==> src/rtl/seg_scan_controller.sv <==
// Byte-to-3-digit 7-segment scanner: double-dabble BCD conversion plus a time-multiplexed output register.
// Optional leading-zero blanking is enabled by defining SEG_SCAN_BLANKING_EN.

module binary_to_7seg (
  input  logic [3:0] bin_i,
  output logic [6:0] seg_o
);
  always_comb begin
    case (bin_i)
      4'd0:    seg_o = 7'b0111111;
      4'd1:    seg_o = 7'b0000110;
      4'd2:    seg_o = 7'b1011011;
      4'd3:    seg_o = 7'b1001111;
      4'd4:    seg_o = 7'b1100110;
      4'd5:    seg_o = 7'b1101101;
      4'd6:    seg_o = 7'b1111101;
      4'd7:    seg_o = 7'b0000111;
      4'd8:    seg_o = 7'b1111111;
      4'd9:    seg_o = 7'b1101111;
      4'd10:   seg_o = 7'b1110111;
      4'd11:   seg_o = 7'b1111100;
      4'd12:   seg_o = 7'b0111001;
      4'd13:   seg_o = 7'b1011110;
      4'd14:   seg_o = 7'b1111001;
      default: seg_o = 7'b1110001;
    endcase
  end
endmodule

module seg_scan_controller #(
  parameter int REFRESH_DIV      = 50000,
  parameter bit DIGIT_ACTIVE_LOW = 1'b0
) (
  input  logic       clk,
  input  logic       rst,
  input  logic [7:0] data_in,
  input  logic       data_valid,
  output logic       busy,
  output logic [6:0] seg_out,
  output logic [2:0] digit_en
);
  localparam int PW = (REFRESH_DIV > 2) ? $clog2(REFRESH_DIV) : 1;
  localparam logic [2:0] EN_RST = DIGIT_ACTIVE_LOW ? 3'b110 : 3'b001;

  typedef enum logic [1:0] {IDLE, CONV, LOAD} state_t;

  state_t          state_q, state_d;
  logic [7:0]      shift_q, shift_d;
  logic [11:0]     bcd_q, bcd_d, bcd_adj;
  logic [2:0]      iter_q, iter_d;
  logic [11:0]     disp_q, disp_d;
  logic [PW-1:0]   presc_q, presc_d;
  logic [1:0]      idx_q, idx_d;
  logic [6:0]      seg_q, seg_d, dec_seg;
  logic [2:0]      en_q, en_d, onehot;
  logic [3:0]      digit;
  logic [19:0]     dabble;
  logic            blank;

  assign busy     = (state_q != IDLE);
  assign seg_out  = seg_q;
  assign digit_en = en_q;

  always_comb begin
    for (int n = 0; n < 3; n++)
      bcd_adj[n*4 +: 4] = (bcd_q[n*4 +: 4] >= 4'd5) ? bcd_q[n*4 +: 4] + 4'd3 : bcd_q[n*4 +: 4];
  end
  assign dabble = {bcd_adj[10:0], shift_q, 1'b0};

  always_comb begin
    state_d = state_q;
    shift_d = shift_q;
    bcd_d   = bcd_q;
    iter_d  = iter_q;
    disp_d  = disp_q;
    case (state_q)
      IDLE: if (data_valid) begin
        shift_d = data_in;
        bcd_d   = '0;
        iter_d  = '0;
        state_d = CONV;
      end
      CONV: begin
        bcd_d   = dabble[19:8];
        shift_d = dabble[7:0];
        iter_d  = iter_q + 3'd1;
        if (iter_q == 3'd7) state_d = LOAD;
      end
      LOAD: begin
        disp_d  = bcd_q;
        state_d = IDLE;
      end
      default: state_d = IDLE;
    endcase
  end

  // Index 3 is never produced; treating it like 2 makes a corrupted index fall back to units.
  always_comb begin
    presc_d = presc_q + PW'(1);
    idx_d   = idx_q;
    if (presc_q == PW'(REFRESH_DIV - 1)) begin
      presc_d = '0;
      idx_d   = (idx_q >= 2'd2) ? 2'd0 : idx_q + 2'd1;
    end
  end

  always_comb begin
    case (idx_q)
      2'd1:    begin digit = disp_q[7:4];  onehot = 3'b010; end
      2'd2:    begin digit = disp_q[11:8]; onehot = 3'b100; end
      default: begin digit = disp_q[3:0];  onehot = 3'b001; end
    endcase
`ifdef SEG_SCAN_BLANKING_EN
    blank = ((idx_q == 2'd2) && (disp_q[11:8] == 4'd0)) ||
            ((idx_q == 2'd1) && (disp_q[11:4] == 8'd0));
`else
    blank = 1'b0;
`endif
    seg_d = blank ? 7'b0000000 : dec_seg;
    en_d  = DIGIT_ACTIVE_LOW ? ~onehot : onehot;
  end

  binary_to_7seg u_dec (
    .bin_i (digit),
    .seg_o (dec_seg)
  );

  always_ff @(posedge clk) begin
    if (rst) begin
      state_q <= IDLE;
      shift_q <= '0;
      bcd_q   <= '0;
      iter_q  <= '0;
      disp_q  <= '0;
      presc_q <= '0;
      idx_q   <= '0;
      seg_q   <= 7'b0111111;
      en_q    <= EN_RST;
    end else begin
      state_q <= state_d;
      shift_q <= shift_d;
      bcd_q   <= bcd_d;
      iter_q  <= iter_d;
      disp_q  <= disp_d;
      presc_q <= presc_d;
      idx_q   <= idx_d;
      seg_q   <= seg_d;
      en_q    <= en_d;
    end
  end
endmodule

==> config.mk <==
export PLATFORM = sky130hd
export DESIGN_NAME = seg_scan_controller
export DESIGN_NICKNAME = d
export VERILOG_FILES = /design/src/rtl/seg_scan_controller.sv
export SDC_FILE = /design/constraint.sdc
export NUM_CORES = 1
export LEC_CHECK = 0
export ABC_AREA = 1
export BUFFER_PORTS_ARGS = -buffer_cell sky130_fd_sc_hd__buf_2
export CELL_PAD_IN_SITES_DETAIL_PLACEMENT = 2
export CELL_PAD_IN_SITES_GLOBAL_PLACEMENT = 2
export CORE_MARGIN = 3
export CORE_UTILIZATION = 38
export CTS_CLUSTER_DIAMETER = 30
export CTS_CLUSTER_SIZE = 16
export DETAILED_ROUTE_END_ITERATION = 16
export PLACE_DENSITY_LB_ADDON = 0.08
export SYNTH_ARGS = -nofsm -noshare
export SYNTH_HDL_FRONTEND = slang
export SYNTH_SLANG_ARGS = --single-unit
==> constraint.sdc <==
create_clock -name clk -period 3 [get_ports clk]
set_input_delay 0.6 -clock clk [delete_from_list [all_inputs] [get_ports clk]]
set_output_delay 0.6 -clock clk [all_outputs]
set_load 0.03 [all_outputs]
# ---- Yosys cells after proc, flatten, opt, wreduce, memory -nomap -nowiden
# Memory sizes are Yosys's and may differ from the RTL's. A register that Yosys moved wholly into a read port is not among the register bits.
# Cells that the tools add are included.
dict set report word_totals {
  regBits 58
  latchBits 0
  mem_bits_rw 0
  rom_bits 112
  inputBits 11
  out_inout_bits 11
  mem_count 1
}
dict set report classes {
  n_addsub 6
  n_mul 0
  n_div 0
  order_cmp 4
  eq_ne 8
  n_shift 0
  mux 15
  bitwise 0
  reduce_logical 6
}
# memory words width rd rd_ports_with_merged_regs write_ports line_no
set memory_table {}
lappend memory_table {{(no name shown)} 16 7 1 1 0 9} ;# case (bin_i)
# operator count
set ops {}
lappend ops {{12-bit case mux with 2 select lines} 1}
lappend ops {{16-bit by 1-bit adder with 16-bit output (second input constant)} 1}
lappend ops {{16-bit == test (second input constant)} 1}
lappend ops {{8-bit case mux with 2 select lines} 1}
lappend ops {{4-bit by 3-bit >= comparator with 1-bit output (second input constant)} 3}
lappend ops {{12-bit two-way mux} 1}
lappend ops {{3-bit case mux with 2 select lines} 2}
lappend ops {{4-bit by 2-bit adder with 4-bit output (second input constant)} 2}
lappend ops {{4-bit two-way mux} 2}
lappend ops {{8-bit two-way mux} 1}
lappend ops {{4-bit case mux with 2 select lines} 1}
lappend ops {{2-bit two-way mux} 3}
lappend ops {{3-bit two-way mux} 2}
lappend ops {{2-bit by 1-bit == test with 1-bit output (second input constant)} 2}
lappend ops {{2-bit == test (second input constant)} 2}
lappend ops {{2-bit inequality test (second input constant)} 2}
lappend ops {{2-bit case mux with 2 select lines} 1}
lappend ops {{2-bit AND reduction} 2}
lappend ops {{2-bit nonzero test} 2}
lappend ops {{3-bit by 1-bit adder with 3-bit output (second input constant)} 1}
lappend ops {{3-bit by 2-bit adder with 3-bit output (second input constant)} 1}
lappend ops {{3-bit == test (second input constant)} 1}
lappend ops {{2-bit by 1-bit adder with 2-bit output (second input constant)} 1}
lappend ops {{2-bit >= comparator (second input constant)} 1}
lappend ops {{2 further kinds} 2}

# ---- Longest topological paths before layout
dict set report logic_depth {
  word_depth 3
  mapped_depth 13
  ltp_nobuf 13
}

# ---- Cells and area by module
# A second synthesis with hierarchy kept.
dict set report hier_totals {
  hier_cells 453
  hier_area_um2 3265.6
}
# mod instances cells_each area_each_um2 seq_area_each_um2
set modules_own_cells {}
lappend modules_own_cells {seg_scan_controller 1 401 2995.4 1301.2}
lappend modules_own_cells {binary_to_7seg 1 52 270.3 0.0}

# ---- Worst setup path after synthesis
# No wires, ideal clock.
dict set report synth_timing {
  path_type {flip-flop to flip-flop}
  startpoint {register idx_q[0]}
  endpoint {register seg_q[3], in the netlist seg_out[3]}
  setup_time_ns 0.123
  t_arrival_ns 1.851
  slack_ns 1.025
  stages_incl_launch_ff 12
  path_buffers 1
  synth_period_minus_slack_ns 1.975
  path_cell_list {dfxtp_1 inv_1 ha_1 buf_6 or2_2 nand2_4 inv_1 ha_1 nand3_1 nand3_1 nand2_1 nand2_1}
}
dict set report synth_between {
  elab_chain_len 2
}
# item line_no
set synth_lines {}
lappend synth_lines {{from (decl)} 53} ;# logic [1:0] idx_q, idx_d;
lappend synth_lines {{from (signal assigned)} 146} ;# idx_q <= idx_d;
lappend synth_lines {{2-bit == test or 2-bit by 1-bit == test with 1-bit output (tied branches)} 108} ;# case (idx_q)
lappend synth_lines {{4-bit case mux with 2 select lines *} 108}
lappend synth_lines {{to (decl)} 54} ;# logic [6:0] seg_q, seg_d, dec_seg;
# Every way passes the cells marked *; elsewhere a longest branch is shown, timed or not.
# A chain may end at the register's enable or synchronous reset.

# ---- Worst setup path after layout
# Ends and elaborated chain as after synthesis.

==> run metrics <==
io pins 22; commonest non-fill, non-tap cells in the layout 111 x sky130_fd_sc_hd__nand2_1, 65 x sky130_fd_sc_hd__dfxtp_1, 39 x sky130_fd_sc_hd__inv_1, 37 x sky130_fd_sc_hd__nand3_1, 37 x sky130_fd_sc_hd__nor2_1; total iterations of the first detailed-routing run 4; Final Max Slew Viols 0; clock tree from TritonCTS built; number of synthesis warnings 0; number of synthesized register bits 65; number of buffers inserted to repair setup after CTS 0; leading cell type in the layout, fill and taps excluded sky130_fd_sc_hd__nand2_1; number of H-tree levels 3; count of unresolved DRC violations after routing 0; die area 9800 um^2; via count of the first global-routing pass 3162; required time of the critical path 3.23 ns; post-route worst hold slack 0.468 ns; post-detailed-placement cell area 3420 um^2; antenna diode count 0; maximum net fanout on the critical path 9; final setup fails 0; sum of routed wire length over all layers 8900 um; root cell of the clock tree sky130_fd_sc_hd__clkbuf_8; Max transition margin 65.6%; average wire per standard cell 15.6 um; post-cts gate resize count 0; Cell variety after synth 35; Hold Startpoint bcd_q[5]; num rows 33; unrepaired setup endpoints after global routing false; total global routing track utilization 19.1%; pin count of the biggest net entering global routing 28; first-pass GRT wire length 15200 um; Chip Height 99.0 um; share of flip-flops with an asynchronous set or reset 0%; time the worst path needs with I/O delays and setup 2.24 ns; largest buffer count on any clock path 2; vias 2958; max cap viols 0; Static Leak 1.46 nW; critical path startpoint idx_q[0]; fin crit share 74.7%; antenna-violating nets left 0; actual slew at the worst max-slew pin 0.516 ns; total grt overflow 0; source of the worst register-to-register timing path idx_q[0]; final net count 494; worst slack at placement 0.817 ns; Core Region 8300 um^2; initial antenna violation count 0; portion of the post-synthesis area used by sequential elements 39.6%; per-cell via count in the routed design 5.17; Final Hold Violating Endpoints 0; share of cells above drive strength 1 14.1%; number of fill cells in the layout 1001; count of hold buffers inserted by post-cts repair 0; maximum clock rate 446 MHz; Final TNS setup 0 ns; type of the tightest min-delay check reg -> reg; number of violations reported at the end of detailed-routing iteration 0 45; largest voltage drop on the vdd net 0.000236 V; flip-flop cell with the highest count after synthesis sky130_fd_sc_hd__dfxtp_1; outcome completed; CP startpoint kind flip-flop; detailed-placement wirelength estimate 6370 um; Initial Util 39.6%; CTS sink count 65; Post-Synthesis Cell Area 3290 um^2; Setup crit end kind flip-flop; crit path setup slack, layout 0.760 ns; number of instances in the synthesized netlist 443; routability congestion estimate from global placement 0.757; syn nets 475; width of the die 99.0 um; layout-stage area growth over the synthesis result 11.5%; post-layout util 44.1%; syn_area_per_cell 7.42 um^2; Final Cell Area 3660 um^2; total CTS buffers 9; PortBufs 21; crit path DAT 2.47 ns; CP Class reg -> reg; Post-synth EDFFs 0; clock input transition at the sequential cells of the worst setup and hold paths 0.08 ns; pwr dens 519 nW/um^2; final setup skew 0.0122 ns; source-to-sink clock delay at the later pin of the worst-skew pair 0.34 ns
## stage by stage
step                total power [mW]  instances
finish                          1.90        572
global route                    1.98        572
CTS                             1.92        572
detailed placement             0.990        556
global placement               0.985        556
floorplan                      0.970        443
## kinds of logic after synthesis
group | synth area share [%]
and+or+nand+nor | 30.7
AOI/OAI and AO/OA | 12.3
DFF | 39.6
buffers and inverters | 8.34
adders and majority gates | 8.00
xor gates and xnor gates | 1.07
## worst paths after layout
path / to / slack [ns] / depth (start not counted)
max: seg_out[3] / 0.76 / 10
max reg2reg: seg_out[3] / 0.76 / 10
min: bcd_q[5] / 0.47 / 2
min reg2reg: bcd_q[5] / 0.47 / 2
## layer usage
layer  vias up  global-route usage, %  part of all wire [%]
met3        10                   3.82                   2.1
li1       1480                      -                     -
met1      1445                   22.6                    44
met4         0                   4.10                  0.85
met2        23                   35.2                    53
met5         -                      0                     0
## power by group
part           internal, mW  switching, mW
combinational        0.0229         0.0547
clock                 0.574          0.357
sequential            0.878         0.0120
## final cells by class
class | instances | area, um^2 | share of cell area, %
clock inverter | 5 | 103 | 2.80
clock buffer | 11 | 141 | 3.86
tap | 105 | 131 | 3.59
timing repair buffer | 22 | 113 | 3.07
inverter | 43 | 163 | 4.44
multi-input combinational | 321 | 1710 | 46.7
sequential | 65 | 1300 | 35.5
## critical path, cell delays in order (launching register included)
cell and delay, ns:
sky130_fd_sc_hd__dfxtp_1 0.41, sky130_fd_sc_hd__inv_1 0.11, sky130_fd_sc_hd__ha_1 0.41, sky130_fd_sc_hd__or2_2 0.34, sky130_fd_sc_hd__nand2_4 0.12, sky130_fd_sc_hd__inv_1 0.09
sky130_fd_sc_hd__ha_1 0.32, sky130_fd_sc_hd__nand3_1 0.11, sky130_fd_sc_hd__nand3_1 0.09, sky130_fd_sc_hd__nand2_1 0.07, sky130_fd_sc_hd__nand2_1 0.04
## cell usage after synthesis (all sizes together) (2+ instances only)
library cell	n	area share, %
a21oi	35	5.7
a22oi	3	0.69
a31oi	7	1.3
buf	9	2.8
clkbuf	5	0.61
dfxtp	65	40
ha	21	8.0
inv	42	4.8
nand2	119	15
nand3	39	6.2
nand4	10	1.9
nor2	45	5.8
nor3	2	0.30
o21ai	26	4.0
or2	6	1.1
xor2	3	0.80
## registers in the layout, summed over array words and instances, names as in the netlist
name / cells
presc_q: 16
bcd_q: 12
disp_q: 12
shift_q: 8
seg_out: 7
digit_en: 3
iter_q: 3
idx_q: 2
state_q: 2
(Power assumes the default switching activity.)
